### config.mk
export PLATFORM = sky130hd
export DESIGN_NAME = host_line_loader
export DESIGN_NICKNAME = d
export VERILOG_FILES = /design/src/rtl/host_loader_pkg.sv /design/src/rtl/loader_credit_ctr.sv /design/src/rtl/host_line_loader.sv
export SDC_FILE = /design/constraint.sdc
export NUM_CORES = 1
export LEC_CHECK = 0
export ABC_CLOCK_PERIOD_IN_PS = 5300
export BUFFER_PORTS_ARGS = -buffer_cell sky130_fd_sc_hd__buf_2
export CORE_AREA = 2 2 458 460
export CTS_CLUSTER_DIAMETER = 100
export DETAILED_ROUTE_END_ITERATION = 10
export DIE_AREA = 0 0 460 462
export PLACE_DENSITY = 0.3
export SYNTH_ARGS = -nofsm -noshare
export SYNTH_HDL_FRONTEND = slang
export SYNTH_HIERARCHICAL = 1
export SYNTH_SLANG_ARGS = --single-unit
### constraint.sdc
create_clock -name clk -period 5.3 [get_ports clk]
set_clock_uncertainty 0.2 [all_clocks]
set_input_delay 0.795 -clock clk [delete_from_list [all_inputs] [get_ports clk]]
set_output_delay 0.795 -clock clk [all_outputs]
set_load 0.02 [all_outputs]
### src/rtl/host_loader_pkg.sv
// Shared types for the host line loader: FSM states, line index, request tag helper.
// Pure declarations; no latency. Carries no handshake or backpressure of its own.
package host_loader_pkg;

    localparam int LOADER_MDATA_W = 16;
    localparam int LOADER_IDX_W   = 10;

    typedef enum logic [1:0] {
        IDLE  = 2'd0,
        ISSUE = 2'd1,
        DRAIN = 2'd2,
        DONE  = 2'd3
    } t_loader_state;

    typedef logic [LOADER_IDX_W-1:0] t_line_idx;

    function automatic logic [LOADER_MDATA_W-1:0] idx_to_mdata(input t_line_idx idx);
        return LOADER_MDATA_W'(idx);
    endfunction

endpackage

### src/rtl/loader_credit_ctr.sv
// Outstanding-read counter: up on issue, down on accepted response, both together hold.
// Registered count, has_credit follows one cycle after an inc/dec. Refuses to wrap at 0 or MAX.
module loader_credit_ctr #(
    parameter int MAX_OUTSTANDING = 32
) (
    input  logic clk,
    input  logic reset,
    input  logic i_inc,
    input  logic i_dec,
    output logic o_has_credit
);

    localparam int                CNT_W = $clog2(MAX_OUTSTANDING + 1);
    localparam logic [CNT_W-1:0]  MAX_V = CNT_W'(MAX_OUTSTANDING);

    logic [CNT_W-1:0] r_count;
    logic             w_inc;
    logic             w_dec;

    assign w_inc = i_inc && (r_count != MAX_V);
    assign w_dec = i_dec && (r_count != '0);

    always_ff @(posedge clk) begin
        if (reset) begin
            r_count <= '0;
        end else if (w_inc && !w_dec) begin
            r_count <= r_count + 1'b1;
        end else if (w_dec && !w_inc) begin
            r_count <= r_count - 1'b1;
        end
    end

    assign o_has_credit = (r_count < MAX_V);

endmodule

### src/rtl/host_line_loader.sv
// Bulk-loads num_lines host cache lines into local memory, steering out-of-order responses by tag.
// Request 1 cycle after the issue decision; response to memory write exactly 1 cycle.
// Issue stalls on c0_alm_full or when MAX_OUTSTANDING reads are in flight; responses are never stalled.
module host_line_loader
    import host_loader_pkg::*;
#(
    parameter int NUM_LINES_MAX   = 1024,
    parameter int MAX_OUTSTANDING = 32,
    parameter int ADDR_W          = 42,
    parameter int DATA_W          = 512,
    parameter int IDX_W           = $clog2(NUM_LINES_MAX)
) (
    input  logic                      clk,
    input  logic                      reset,
    input  logic                      start,
    input  logic [ADDR_W-1:0]         base_addr,
    input  logic [IDX_W:0]            num_lines,
    output logic                      c0_req_valid,
    output logic [ADDR_W-1:0]         c0_req_addr,
    output logic [LOADER_MDATA_W-1:0] c0_req_mdata,
    input  logic                      c0_alm_full,
    input  logic                      c0_rsp_valid,
    input  logic [LOADER_MDATA_W-1:0] c0_rsp_mdata,
    input  logic [DATA_W-1:0]         c0_rsp_data,
    output logic                      mem_wr_en,
    output logic [IDX_W-1:0]          mem_wr_addr,
    output logic [DATA_W-1:0]         mem_wr_data,
    output logic                      busy,
    output logic                      done,
    output logic [15:0]               spurious_cnt
);

    localparam logic [IDX_W:0] LINES_MAX_V = (IDX_W + 1)'(NUM_LINES_MAX);

    t_loader_state             r_state;
    t_loader_state             w_state_nxt;
    logic [ADDR_W-1:0]         r_base;
    logic [IDX_W:0]            r_n;
    logic [IDX_W:0]            r_issue_idx;
    logic [IDX_W:0]            r_recv_cnt;
    logic                      r_req_vld;
    logic [ADDR_W-1:0]         r_req_addr;
    logic [LOADER_MDATA_W-1:0] r_req_mdata;
    logic                      r_wr_en;
    logic [IDX_W-1:0]          r_wr_addr;
    logic [DATA_W-1:0]         r_wr_data;
    logic                      r_busy;
    logic                      r_done;
    logic [15:0]               r_spurious;

    logic                      w_has_credit;
    logic                      w_start_acc;
    logic                      w_issue;
    logic                      w_rsp_acc;
    logic [IDX_W:0]            w_n_clamped;
    logic [IDX_W:0]            w_issue_idx_inc;
    logic [IDX_W:0]            w_recv_nxt;

    assign w_n_clamped     = (num_lines > LINES_MAX_V) ? LINES_MAX_V : num_lines;
    assign w_start_acc     = start && ((r_state == IDLE) || (r_state == DONE));
    assign w_issue         = (r_state == ISSUE) && !c0_alm_full && w_has_credit
                             && (r_issue_idx < r_n);
    assign w_issue_idx_inc = r_issue_idx + 1'b1;
    // Tags at or beyond n cannot belong to this load; n <= NUM_LINES_MAX keeps upper tag bits zero.
    assign w_rsp_acc       = c0_rsp_valid && ((r_state == ISSUE) || (r_state == DRAIN))
                             && (c0_rsp_mdata < LOADER_MDATA_W'(r_n));
    assign w_recv_nxt      = w_rsp_acc ? (r_recv_cnt + 1'b1) : r_recv_cnt;

    loader_credit_ctr #(
        .MAX_OUTSTANDING (MAX_OUTSTANDING)
    ) u_credit (
        .clk          (clk),
        .reset        (reset),
        .i_inc        (w_issue),
        .i_dec        (w_rsp_acc),
        .o_has_credit (w_has_credit)
    );

    always_ff @(posedge clk) begin
        if (reset) begin
            r_state <= IDLE;
        end else begin
            r_state <= w_state_nxt;
        end
    end

    always_comb begin
        w_state_nxt = r_state;
        unique case (r_state)
            IDLE, DONE: begin
                if (start) begin
                    w_state_nxt = (w_n_clamped == '0) ? DONE : ISSUE;
                end
            end
            ISSUE: begin
                if (w_issue && (w_issue_idx_inc == r_n)) begin
                    w_state_nxt = DRAIN;
                end
            end
            DRAIN: begin
                // Evaluated on the next count so done lands with the final write.
                if (w_recv_nxt >= r_n) begin
                    w_state_nxt = DONE;
                end
            end
            default: w_state_nxt = IDLE;
        endcase
    end

    always_ff @(posedge clk) begin
        if (reset) begin
            r_base      <= '0;
            r_n         <= '0;
            r_issue_idx <= '0;
            r_recv_cnt  <= '0;
            r_req_vld   <= 1'b0;
            r_req_addr  <= '0;
            r_req_mdata <= '0;
            r_wr_en     <= 1'b0;
            r_wr_addr   <= '0;
            r_wr_data   <= '0;
            r_busy      <= 1'b0;
            r_done      <= 1'b0;
            r_spurious  <= '0;
        end else begin
            if (w_start_acc) begin
                r_base      <= base_addr;
                r_n         <= w_n_clamped;
                r_issue_idx <= '0;
                r_recv_cnt  <= '0;
            end else begin
                if (w_issue) begin
                    r_issue_idx <= w_issue_idx_inc;
                end
                r_recv_cnt <= w_recv_nxt;
            end

            r_req_vld <= w_issue;
            if (w_issue) begin
                r_req_addr  <= r_base + ADDR_W'(r_issue_idx);
                r_req_mdata <= idx_to_mdata(r_issue_idx[IDX_W-1:0]);
            end

            r_wr_en <= w_rsp_acc;
            if (w_rsp_acc) begin
                r_wr_addr <= c0_rsp_mdata[IDX_W-1:0];
                r_wr_data <= c0_rsp_data;
            end

            if (c0_rsp_valid && !w_rsp_acc && (r_spurious != 16'hFFFF)) begin
                r_spurious <= r_spurious + 16'd1;
            end

            r_busy <= (w_state_nxt == ISSUE) || (w_state_nxt == DRAIN);
            r_done <= (w_state_nxt == DONE);
        end
    end

    assign c0_req_valid = r_req_vld;
    assign c0_req_addr  = r_req_addr;
    assign c0_req_mdata = r_req_mdata;
    assign mem_wr_en    = r_wr_en;
    assign mem_wr_addr  = r_wr_addr;
    assign mem_wr_data  = r_wr_data;
    assign busy         = r_busy;
    assign done         = r_done;
    assign spurious_cnt = r_spurious;

endmodule
==> results of run 1 <==
cell usage in the layout (no fill, tap or decap), types with 32 or more instances in the layout:
| cell | synthesis | layout |
|---|---|---|
| nand2_1 | 1196 | 1196 |
| buf_2 | 17 | 1178 |
| dfxtp_1 | 677 | 677 |
| a21oi_1 | 580 | 580 |
| clkbuf_16 | 0 | 98 |
| nor2_1 | 97 | 97 |
| ha_1 | 54 | 54 |
| xor2_1 | 39 | 39 |
| a211oi_1 | 35 | 35 |
| xnor2_1 | 32 | 32 |
layout make-up:
class	instances	area, µm²	share of cell area
flip-flops and latches	677	13600	0.355
diodes	13	32.5	0.000852
well taps	2720	3400	0.0892
clock inverters	41	559	0.0147
repair buffers	1206	6230	0.163
multi-input cells	2331	11500	0.301
inverters	26	105	0.00275
clock buffers	137	2790	0.0731
cells by family (layout without fill, tap and decap cells):
logic type | Yosys count | after routing
xor+xnor | 71 | 71
compound gates | 738 | 738
other cells | 1 | 19
simple gates | 1439 | 1439
fa+ha+maj | 56 | 56
buf+inv | 256 | 1410
flops | 677 | 677
mux | 21 | 21
report_power, final:
| group | total (mW) | leakage, nW | internal [mW] | switching (mW) |
|---|---|---|---|---|
| clock | 6.96 | 1.64 | 4.21 | 2.76 |
| combinational | 1.46 | 8.68 | 0.538 | 0.922 |
| sequential | 5.41 | 5.46 | 5.27 | 0.147 |
| total | 13.8 | 15.8 | 10.0 | 3.83 |
how the worst min path moves through the flow:
stage | startpoint | end | slack [ns] | cells after the start
3_3_place_gp | mem_wr_data[363] | mem_wr_data[363] | 0.24 | 2
6_report | c0_rsp_data[503] | mem_wr_data[503] | 0.1 | 3
3_5_place_dp | mem_wr_data[278] | mem_wr_data[278] | 0.24 | 2
4_1_cts | c0_rsp_data[119] | mem_wr_data[119] | 0.0002 | 3
2_1_floorplan | r_base[19] | r_base[19] | 0.24 | 2
5_1_grt | c0_rsp_data[109] | mem_wr_data[109] | 0.02 | 3
through the flow:
| step | utilization | std cells | instance area [µm²] |
|---|---|---|---|
| 6_report | 0.183 | 7151 | 38200 |
| 5_1_grt | 0.183 | 7147 | 38200 |
| 4_1_cts | 0.183 | 7138 | 38100 |
| 3_5_place_dp | 0.167 | 6960 | 34800 |
| 3_3_place_gp | 0.167 | 6960 | 34800 |
| 2_1_floorplan | - | 3264 | 26400 |
sequential cells by signal, indices dropped and copies added, names as in the netlist, 2 cells and up:
register          cells
r_base               42
mem_wr_addr          10
spurious_cnt         16
c0_req_addr          42
r_state               2
r_issue_idx          11
mem_wr_data         512
u_credit/r_count      6
r_recv_cnt           11
r_n                  11
c0_req_mdata         10
worst max-delay path: cells and delay by family, from the launching register on:
kind | cells | cell delay [ns]
AOI/OAI and AO/OA | 3 | 0.75
and+or+nand+nor | 2 | 0.45
DFF | 1 | 0.36
buffers and inverters | 4 | 2.10
adders and majority gates | 1 | 0.50
layer usage:
metal | track usage | part of all wire
met5 | 0 | 0.0018
met4 | 0.0380 | 0.027
met3 | 0.0923 | 0.13
met2 | 0.244 | 0.45
met1 | 0.168 | 0.39
==> out/summary.md, run 1 <==
* **status** finished clean
* **headroom to the max-slew limit** 0.166
* **Post-synth ARST share** 0
* **count of buffers added by post-CTS timing repair for setup** 0
* **Critical Path RT** 5.72 ns
* **max cap viols** 0
* **simple-gate area share of the yosys netlist** 0.219
* **number of sinks on the clock net** 677
* **maximum clock frequency** 212 MHz
* **largest net degree at the start of global routing** 171
* **overall fraction of global-route tracks in use** 0.152
* **top cell type's share of synthesized area** 0.513
* **total of fill cells in the finished design** 23900
* **slowest stage cell, crit path** buf_4
* **fraction of synthesized area in multiplexers** 0.00824
* **Pins Over Slew Limit** 0
* **Post-Synthesis Mean Instance Area** 8.11 µm²
* **Critical path destination** mem_wr_data[338]
* **minimum setup slack after placement** 0.263 ns
* **Critical R2R Capture** mem_wr_data[338]
* **number of global-route vias before repair** 26300
* **number of nets with antenna violations after routing** 0
* **Std-Cell Core Area** 208000 µm²
* **Die Span Y** 462 µm
* **delay of the slowest cell on the worst path** 0.84 ns
* **Synth Register Bits** 677
* **antenna violations before repair** 122
* **parity-gate share of the synthesized area counting xor and xnor cells** 0.0235
* **total wire length after detailed routing** 170000 µm
* **post-synthesis instance total** 3259
* **number of I/O port buffers** 1179
* **leading area contributor after synthesis** dfxtp_1
* **number of library cell types mapped by synthesis** 67
* **area of the die** 213000 µm²
* **TritonCTS Buffers** 97
* **clock latency on the worst-skew pair** 0.73 ns
* **Pwr per Cell Area** 362 nW/µm²
* **beginning of the critical path** r_n[10]
* **DRC violation count after routing** 0
* **area fraction in compound gates after synthesis** 0.156
* **TritonRoute pass-1 iters** 4
* **Final setup violation count** 0
* **number of enable-type register cells in the synthesized netlist** 0
* **highest fanout seen on the critical path** 94
* **count of H-tree levels built during CTS** 3
* **Area growth, synth to finish** 44.4%
* **final estimated routing congestion in global placement** 0.795
* **portion of the post-synthesis area used by sequential elements** 0.513
* **routed wire length per instance** 23.8 µm
* **total power consumption of the routed design** 13.8 mW
* **boundary pin count** 1186
* **estimated wirelength of the detail-placed design** 133000 µm
* **clock slew at the register clock pins of the worst setup and hold paths** 0.06 ns
* **share of layout cells above drive strength 1** 0.318
* **cell occurring most often along the worst timing path** buf_4
* **Gates resized, CTS repair** 0
* **most used standard cells in the synthesized netlist** nand2_1, dfxtp_1, a21oi_1
* **sum of negative setup slack** 0 ns
* **LEAKAGE** 15.8 nW
* **slack of the critical path** 0.587 ns
* **RSZ-0062 raised after global routing** false
* **most used flip-flop cell after synthesis** dfxtp_1
* **most common cell in the netlist** nand2_1
* **actual slew at the worst max-slew pin** 1.25 ns
* **area of the mapped netlist** 26400 µm²
* **largest family of logic cells by synthesized area** simple AND/OR/NAND/NOR gates
* **adder and majority gate portion of the synthesized area** 0.0271
* **arrival time reported for the critical path endpoint** 5.13 ns
* **Clock Path Buffers** 3
* **DRC marker count from the first detailed-route iteration** 1367
* **mean number of vias per cell** 3.79
* **Std-Cell Rows** 168
* **minimum clock period** 4.71 ns
* **CTS Root Cell** clkbuf_16
* **DR vias** 27100
* **first-pass GRT wire length** 225000 µm
* **top cells by area in the synthesized netlist** dfxtp_1, nand2_1, a21oi_1
* **TritonCTS clock tree** done
* **net total in the final layout** 4981
* **Congestion Overflow GR** 0
* **cell-by-cell listing of the critical path** inv_1 > ha_1 > and4b_1 > o211ai_2 > o21ai_4 > buf_12 > buf_4 > buf_4 > nand2_1 > a21oi_1
* **startpoint type of the worst setup path** flop
* **kind of critical path** reg -> reg
* **Die Span X** 460 µm
* **launching point of the worst reg2reg path** r_n[10]
* **initial cell density of the core** 0.127
* **final period utilization** 0.889
* **number of warnings reported in the yosys synthesis log** 6
* **count of cells along the worst register-to-register path** 10
* **setup slack, reg-to-reg** 0.59 ns
* **Fin. Hold Viols** 0
* **category of the worst setup path capture point** flop
* **maximum vdd drop** 0.213 mV
* **class of the worst hold path** in -> reg
* **tightest hold margin** 0.0981 ns
* **CTS hold repair buffers** 0
Power figures use the tool's default switching activity.
==> run 2, diff against run 1 <==
--- a/config.mk
+++ b/config.mk
@@ -12,6 +12,7 @@
 export DETAILED_ROUTE_END_ITERATION = 10
 export DIE_AREA = 0 0 460 462
 export PLACE_DENSITY = 0.3
+export RECOVER_POWER = 100
 export SYNTH_ARGS = -nofsm -noshare
 export SYNTH_HDL_FRONTEND = slang
 export SYNTH_HIERARCHICAL = 1
==> out/summary.md, run 2 (synthesis results as in run 1) <==
* **RSZ-0062 raised after global routing** false
* **overall fraction of global-route tracks in use** 0.152, unchanged
* **slack of the critical path** 0.537 ns, -0.0505 ns
* **Area growth, synth to finish** 41.2%
* **hold worst-path end** mem_wr_data[503]
* **violated checks** max-capacitance violations, max-slew violations
* **count of cells along the worst register-to-register path** 10, unchanged
* **buffers plus inverters on the worst setup path** 4, unchanged
* **setup slack, reg-to-reg** 0.54 ns, -0.05 ns
* **cell-by-cell listing of the critical path** inv_1 > ha_1 > and4b_1 > o211ai_1 > o21ai_4 > buf_12 > buf_4 > clkbuf_4 > nand2_1 > a21oi_1
* **CTS hold repair buffers** 0, unchanged
* **Std-Cell Core Area** 208000 µm², unchanged
* **largest net degree at the start of global routing** 171, unchanged
* **Die Span Y** 462 µm, unchanged
* **initial cell density of the core** 0.127, unchanged
* **flip-flop count of the largest register after layout** 512, unchanged
* **kind of critical path** reg -> reg
* **launching point of the worst reg2reg path** r_n[10]
* **total wire length after detailed routing** 170000 µm, about the same
* **share of layout cells above drive strength 1** 0.178, -0.140
* **Worst Hold Path Cells** 3, unchanged
* **Clock Path Buffers** 3, unchanged
* **post-route standard cell area excluding fillers** 37300 µm², -2.3%
* **area of the die** 213000 µm², unchanged
* **number of sinks on the clock net** 677, unchanged
* **DR vias** 27100, +0.041%
* **final period utilization** 0.899, +0.00952
* **minimum clock period** 4.76 ns, +0.0505 ns
* **headroom to the max-slew limit** -0.516, -0.682
* **maximum vdd drop** 0.214 mV, +0.20%
* **hold path start** c0_rsp_data[503]
* **Critical R2R Capture** mem_wr_data[338]
* **Final setup violation count** 0, unchanged
* **minimum setup slack after placement** 0.263 ns, unchanged
* **most common cell after layout, fill and taps aside** nand2_1
* **mean number of vias per cell** 3.79, about the same
* **highest fanout seen on the critical path** 94, unchanged
* **status** finished with violations
* **Congestion Overflow GR** 0, unchanged
* **final estimated routing congestion in global placement** 0.795, unchanged
* **kind of cell with the highest combined delay on the critical path** buffers and inverters
* **antenna violations before repair** 121, -0.82%
* **sum of negative setup slack** 0 ns, unchanged
* **startpoint type of the worst setup path** flop
* **TritonCTS clock tree** done
* **delay of the slowest cell on the worst path** 0.94 ns, +0.10 ns
* **boundary pin count** 1186, unchanged
* **category of the worst setup path capture point** flop
* **Pins Over Slew Limit** 231, +231
* **max cap viols** 4, +4
* **slowest stage cell, crit path** clkbuf_4
* **DRC marker count from the first detailed-route iteration** 1434, +4.9%
* **routed wire length per instance** 23.8 µm, about the same
* **DRC violation count after routing** 0, unchanged
* **clock slew at the register clock pins of the worst setup and hold paths** 0.06 ns, about the same
* **tightest hold margin** 0.0992 ns, +0.00117 ns
* **maximum clock frequency** 210 MHz, -1.1%
* **first-pass GRT wire length** 225000 µm, unchanged
* **clock latency on the worst-skew pair** 0.73 ns, about the same
* **TritonCTS Buffers** 97, unchanged
* **arrival time reported for the critical path endpoint** 5.18 ns, +0.05 ns
* **count of H-tree levels built during CTS** 3, unchanged
* **class of the worst hold path** in -> reg
* **net total in the final layout** 4981, unchanged
* **CTS Root Cell** clkbuf_16
* **number of nets with antenna violations after routing** 0, unchanged
* **actual slew at the worst max-slew pin** 2.27 ns, +1.02 ns
* **count of buffers added by post-CTS timing repair for setup** 0, unchanged
* **Pwr per Cell Area** 370 nW/µm², +2.2%
* **Fin. Hold Viols** 0, unchanged
* **TritonRoute pass-1 iters** 5, +1
* **number of global-route vias before repair** 26300, unchanged
* **estimated wirelength of the detail-placed design** 133000 µm, unchanged
* **LEAKAGE** 13.1 nW, -17%
* **most frequent cells in the layout** nand2_1, dfxtp_1, clkbuf_1
* **Die Span X** 460 µm, unchanged
* **number of I/O port buffers** 1179, unchanged
* **area after detailed placement** 34800 µm², unchanged
* **Gates resized, CTS repair** 0, unchanged
* **Std-Cell Rows** 168, unchanged
* **Critical Path RT** 5.72 ns, about the same
-- run 2: layout make-up --
cell class,count,area [µm²]
tap,2720,3400
inverter,26,98.8
fill,24100,171000
sequential,677,13600
antenna,14,35.0
multi-input combinational,2331,11400
timing repair buffer,1206,5450
clock buffer,137,2790
clock inverter,41,559
-- run 2: worst max-delay path by stage --
stage	cells after the start	slack [ns]	start	endpoint
after global routing	17	0.14	r_state[0]	busy
after global placement	10	0.28	c0_rsp_mdata[10]	mem_wr_data[380]
after floorplan	18	0.91	c0_rsp_mdata[10]	busy
final	10	0.54	r_n[10]	mem_wr_data[338]
after detailed placement	10	0.26	c0_rsp_mdata[10]	mem_wr_data[356]
after CTS	10	0.61	r_n[10]	mem_wr_data[15]
-- run 2: stage by stage --
stage	power (mW)	utilization	instances
finish	13.8	0.179	7152
CTS	14.2	0.183	7138
floorplan	6.32	-	3264
global route	14.5	0.179	7148
global placement	7.01	0.167	6960
detailed placement	7.02	0.167	6960
-- run 2: power by group --
group	internal [mW]	total [mW]	switching, mW
clock network	4.21	6.97	2.76
logic	0.518	1.43	0.915
registers	5.27	5.42	0.149
-- run 2: worst register-to-register path: stages, from the launching register on --
cell	delay, ns
dfxtp_1	0.36
inv_1	0.14
ha_1	0.46
and4b_1	0.27
o211ai_1	0.31
o21ai_4	0.33
buf_12	0.41
buf_4	0.83
clkbuf_4	0.99
nand2_1	0.19
a21oi_1	0.18
-- run 2: layer usage --
layer | routed length, µm | vias to the layer above | share of wire | global-route usage
li1 | - | 13000 | - | -
met1 | 65600 | 12700 | 0.39 | 0.168
met2 | 76800 | 1045 | 0.45 | 0.244
met3 | 22700 | 320 | 0.13 | 0.0923
met4 | 4830 | 56 | 0.028 | 0.0380
met5 | 306 | - | 0.0018 | 0
==> run 3, diff against run 2 <==
--- a/config.mk
+++ b/config.mk
@@ -5,14 +5,16 @@
 export SDC_FILE = /design/constraint.sdc
 export NUM_CORES = 1
 export LEC_CHECK = 0
-export ABC_CLOCK_PERIOD_IN_PS = 5300
+export ABC_CLOCK_PERIOD_IN_PS = 5650
 export BUFFER_PORTS_ARGS = -buffer_cell sky130_fd_sc_hd__buf_2
-export CORE_AREA = 2 2 458 460
+export CORE_AREA = 2 2 466 468
 export CTS_CLUSTER_DIAMETER = 100
 export DETAILED_ROUTE_END_ITERATION = 10
-export DIE_AREA = 0 0 460 462
+export DIE_AREA = 0 0 468 470
+export MAX_ROUTING_LAYER = met4
 export PLACE_DENSITY = 0.3
 export RECOVER_POWER = 100
+export REMOVE_ABC_BUFFERS = 1
 export SYNTH_ARGS = -nofsm -noshare
 export SYNTH_HDL_FRONTEND = slang
 export SYNTH_HIERARCHICAL = 1
==> constraint.sdc (replaced) <==
create_clock -name clk -period 5.65 [get_ports clk]
set_clock_uncertainty 0.2 [all_clocks]
set_input_delay 0.8475 -clock clk [delete_from_list [all_inputs] [get_ports clk]]
set_output_delay 0.8475 -clock clk [all_outputs]
set_load 0.02 [all_outputs]
==> out/summary.md, run 3 (synthesis results as in run 1) <==
* **status** finished with violations
* **violated checks** max-capacitance violations, max-slew violations
* **number of nets with antenna violations after routing** 0, unchanged
* **TritonRoute pass-1 iters** 5, unchanged
* **Fin. Hold Viols** 0, unchanged
* **Pwr per Cell Area** 341 nW/µm², -8.0%
* **Gates resized, CTS repair** 0, unchanged
* **DRC violation count after routing** 0, unchanged
* **critical path depth in cells** 9, -1
* **CTS Root Cell** clkbuf_16
* **RSZ-0062 raised after global routing** false
* **max cap viols** 4, unchanged
* **most common cell after layout, fill and taps aside** nand2_1
* **most frequent cells in the layout** nand2_1, dfxtp_1, clkbuf_1
* **area of the die** 220000 µm², +3.5%
* **Area growth, synth to finish** 41.7%
* **antenna violations before repair** 94, -22%
* **routed wire length per instance** 21.7 µm, -8.9%
* **overall fraction of global-route tracks in use** 0.142, -0.00960
* **beginning of the critical path** r_n[10]
* **arrival time reported for the critical path endpoint** 5.26 ns, +0.08 ns
* **delay of the slowest cell on the worst path** 1.42 ns, +0.48 ns
* **DRC marker count from the first detailed-route iteration** 1202, -16%
* **actual slew at the worst max-slew pin** 2.31 ns, +0.0368 ns
* **number of I/O port buffers** 1179, unchanged
* **clock latency on the worst-skew pair** 0.73 ns, about the same
* **cell-by-cell listing of the critical path** inv_1 > ha_1 > and4b_1 > o211ai_2 > o21ai_4 > clkbuf_2 > buf_12 > nand2_1 > a21oi_1
* **TritonCTS Buffers** 97, unchanged
* **net total in the final layout** 4982, +0.020%
* **number of global-route vias before repair** 26500, +0.68%
* **total wire length after detailed routing** 159000 µm, -6.8%
* **category of the worst setup path capture point** flop
* **launching point of the worst reg2reg path** r_n[10]
* **final estimated routing congestion in global placement** 0.840, +5.5%
* **kind of critical path** reg -> reg
* **buffers plus inverters on the worst setup path** 3, -1
* **Congestion Overflow GR** 0, unchanged
* **met1 routed wirelength after detailed routing** 64400 µm, -1.9%
* **final period utilization** 0.853, -0.0459
* **estimated wirelength of the detail-placed design** 122000 µm, -8.2%
* **count of H-tree levels built during CTS** 3, unchanged
* **Final setup violation count** 0, unchanged
* **LEAKAGE** 13.1 nW, -0.61%
* **setup slack, reg-to-reg** 0.83 ns, +0.30 ns
* **maximum vdd drop** 0.230 mV, +7.8%
* **slowest stage cell, crit path** clkbuf_2
* **max layer used** met4
* **flip-flop count of the largest register after layout** 512, unchanged
* **class of the worst hold path** in -> reg
* **DR vias** 26900, -0.59%
* **minimum clock period** 4.82 ns, +0.0549 ns
* **clock slew at the register clock pins of the worst setup and hold paths** 0.06 ns, about the same
* **headroom to the max-slew limit** -0.541, -0.0245
* **total power consumption of the routed design** 12.8 mW, -7.7%
* **kind of cell with the highest combined delay on the critical path** buffers and inverters
* **share of layout cells above drive strength 1** 0.177, -0.000811
* **met3 wire length** 13800 µm, -39%
* **first-pass GRT wire length** 215000 µm, -4.1%
* **Std-Cell Core Area** 216000 µm², +3.6%
* **met2 wire len** 74800 µm, -2.6%
* **number of sinks on the clock net** 677, unchanged
* **total of fill cells in the finished design** 25000, +4.0%
* **Critical Path RT** 6.09 ns, +0.37 ns
* **Critical R2R Capture** mem_wr_data[360]
* **Critical path destination** mem_wr_data[360]
* **Pins Over Slew Limit** 245, +6.1%
* **startpoint type of the worst setup path** flop
* **CTS hold repair buffers** 0, unchanged
* **mean number of vias per cell** 3.68, -2.9%
* **initial cell density of the core** 0.123, -0.00446
* **maximum clock frequency** 208 MHz, -1.1%
* **Worst Hold Path Cells** 3, unchanged
* **TritonCTS clock tree** done
* **count of buffers added by post-CTS timing repair for setup** 0, unchanged
* **boundary pin count** 1186, unchanged
* **Std-Cell Rows** 171, +1.8%
* **highest fanout seen on the critical path** 141, +50%
* **Die Span Y** 470 µm, +1.7%
* **largest net degree at the start of global routing** 170, -0.58%
* **count of cells along the worst register-to-register path** 9, -1
* **Clock Path Buffers** 3, unchanged
* **Die Span X** 468 µm, +1.7%
* **Final Core Density** 0.174, -0.00565
[run 3: changes by cell type in the layout (fill, tap and decap cells not counted), moves of 3 or more]
cell	previous run	this run
buf_4	8	15
bufinv_16	11	6
clkbuf_8	19	16
clkinv_2	16	8
clkinv_4	0	3
diode_2	14	56
inv_6	5	8
[run 3: area by class of cell]
cell class	count	area, µm²	area share
diodes	56	140	0.00374
clock buffers	139	2790	0.0744
clock inverters	30	379	0.0101
inverters	26	98.8	0.00264
multi-input cells	2331	11500	0.306
flip-flops and latches	677	13600	0.362
well taps	2854	3570	0.0954
repair buffers	1207	5460	0.146
[run 3: through the flow]
| step | instance area [µm²] | cells | setup WS (ns) | TNS, ns | hold slack, ns |
|---|---|---|---|---|---|
| floorplan | 25200 | 3034 | -14.57 | -7024.07 | 0.230 |
| global placement | 35000 | 7095 | 0.818 | 0 | 0.239 |
| detailed placement | 35000 | 7095 | 0.763 | 0 | 0.242 |
| CTS | 38100 | 7264 | 1.01 | 0 | 0.0193 |
| global route | 37400 | 7314 | 0.485 | 0 | 0.0619 |
| finish | 37400 | 7320 | 0.832 | 0 | 0.147 |
[run 3: worst min path at each step]
stage	start	to	slack [ns]
detailed placement	c0_req_addr[5]	c0_req_addr[5]	0.24
global route	c0_rsp_data[505]	mem_wr_data[505]	0.06
global placement	mem_wr_data[289]	mem_wr_data[289]	0.24
finish	c0_rsp_data[219]	mem_wr_data[219]	0.15
floorplan	r_base[19]	r_base[19]	0.23
CTS	c0_rsp_data[283]	mem_wr_data[283]	0.02
[run 3: power breakdown]
| part | internal [mW] | total, mW | switching [mW] |
|---|---|---|---|
| combinational | 0.491 | 1.38 | 0.893 |
| clock | 3.70 | 6.28 | 2.59 |
| sequential | 4.94 | 5.09 | 0.146 |
[run 3: tightest hold or removal path, stage by stage]
cell     delay [ns]
buf_2          0.09
nand2_1        0.04
a21oi_1        0.05
[run 3: metal layers]
layer	vias up	track usage
li1	13000	-
met1	12700	0.158
met2	974	0.232
met3	248	0.0569
met4	0	0.0455
met5	-	-
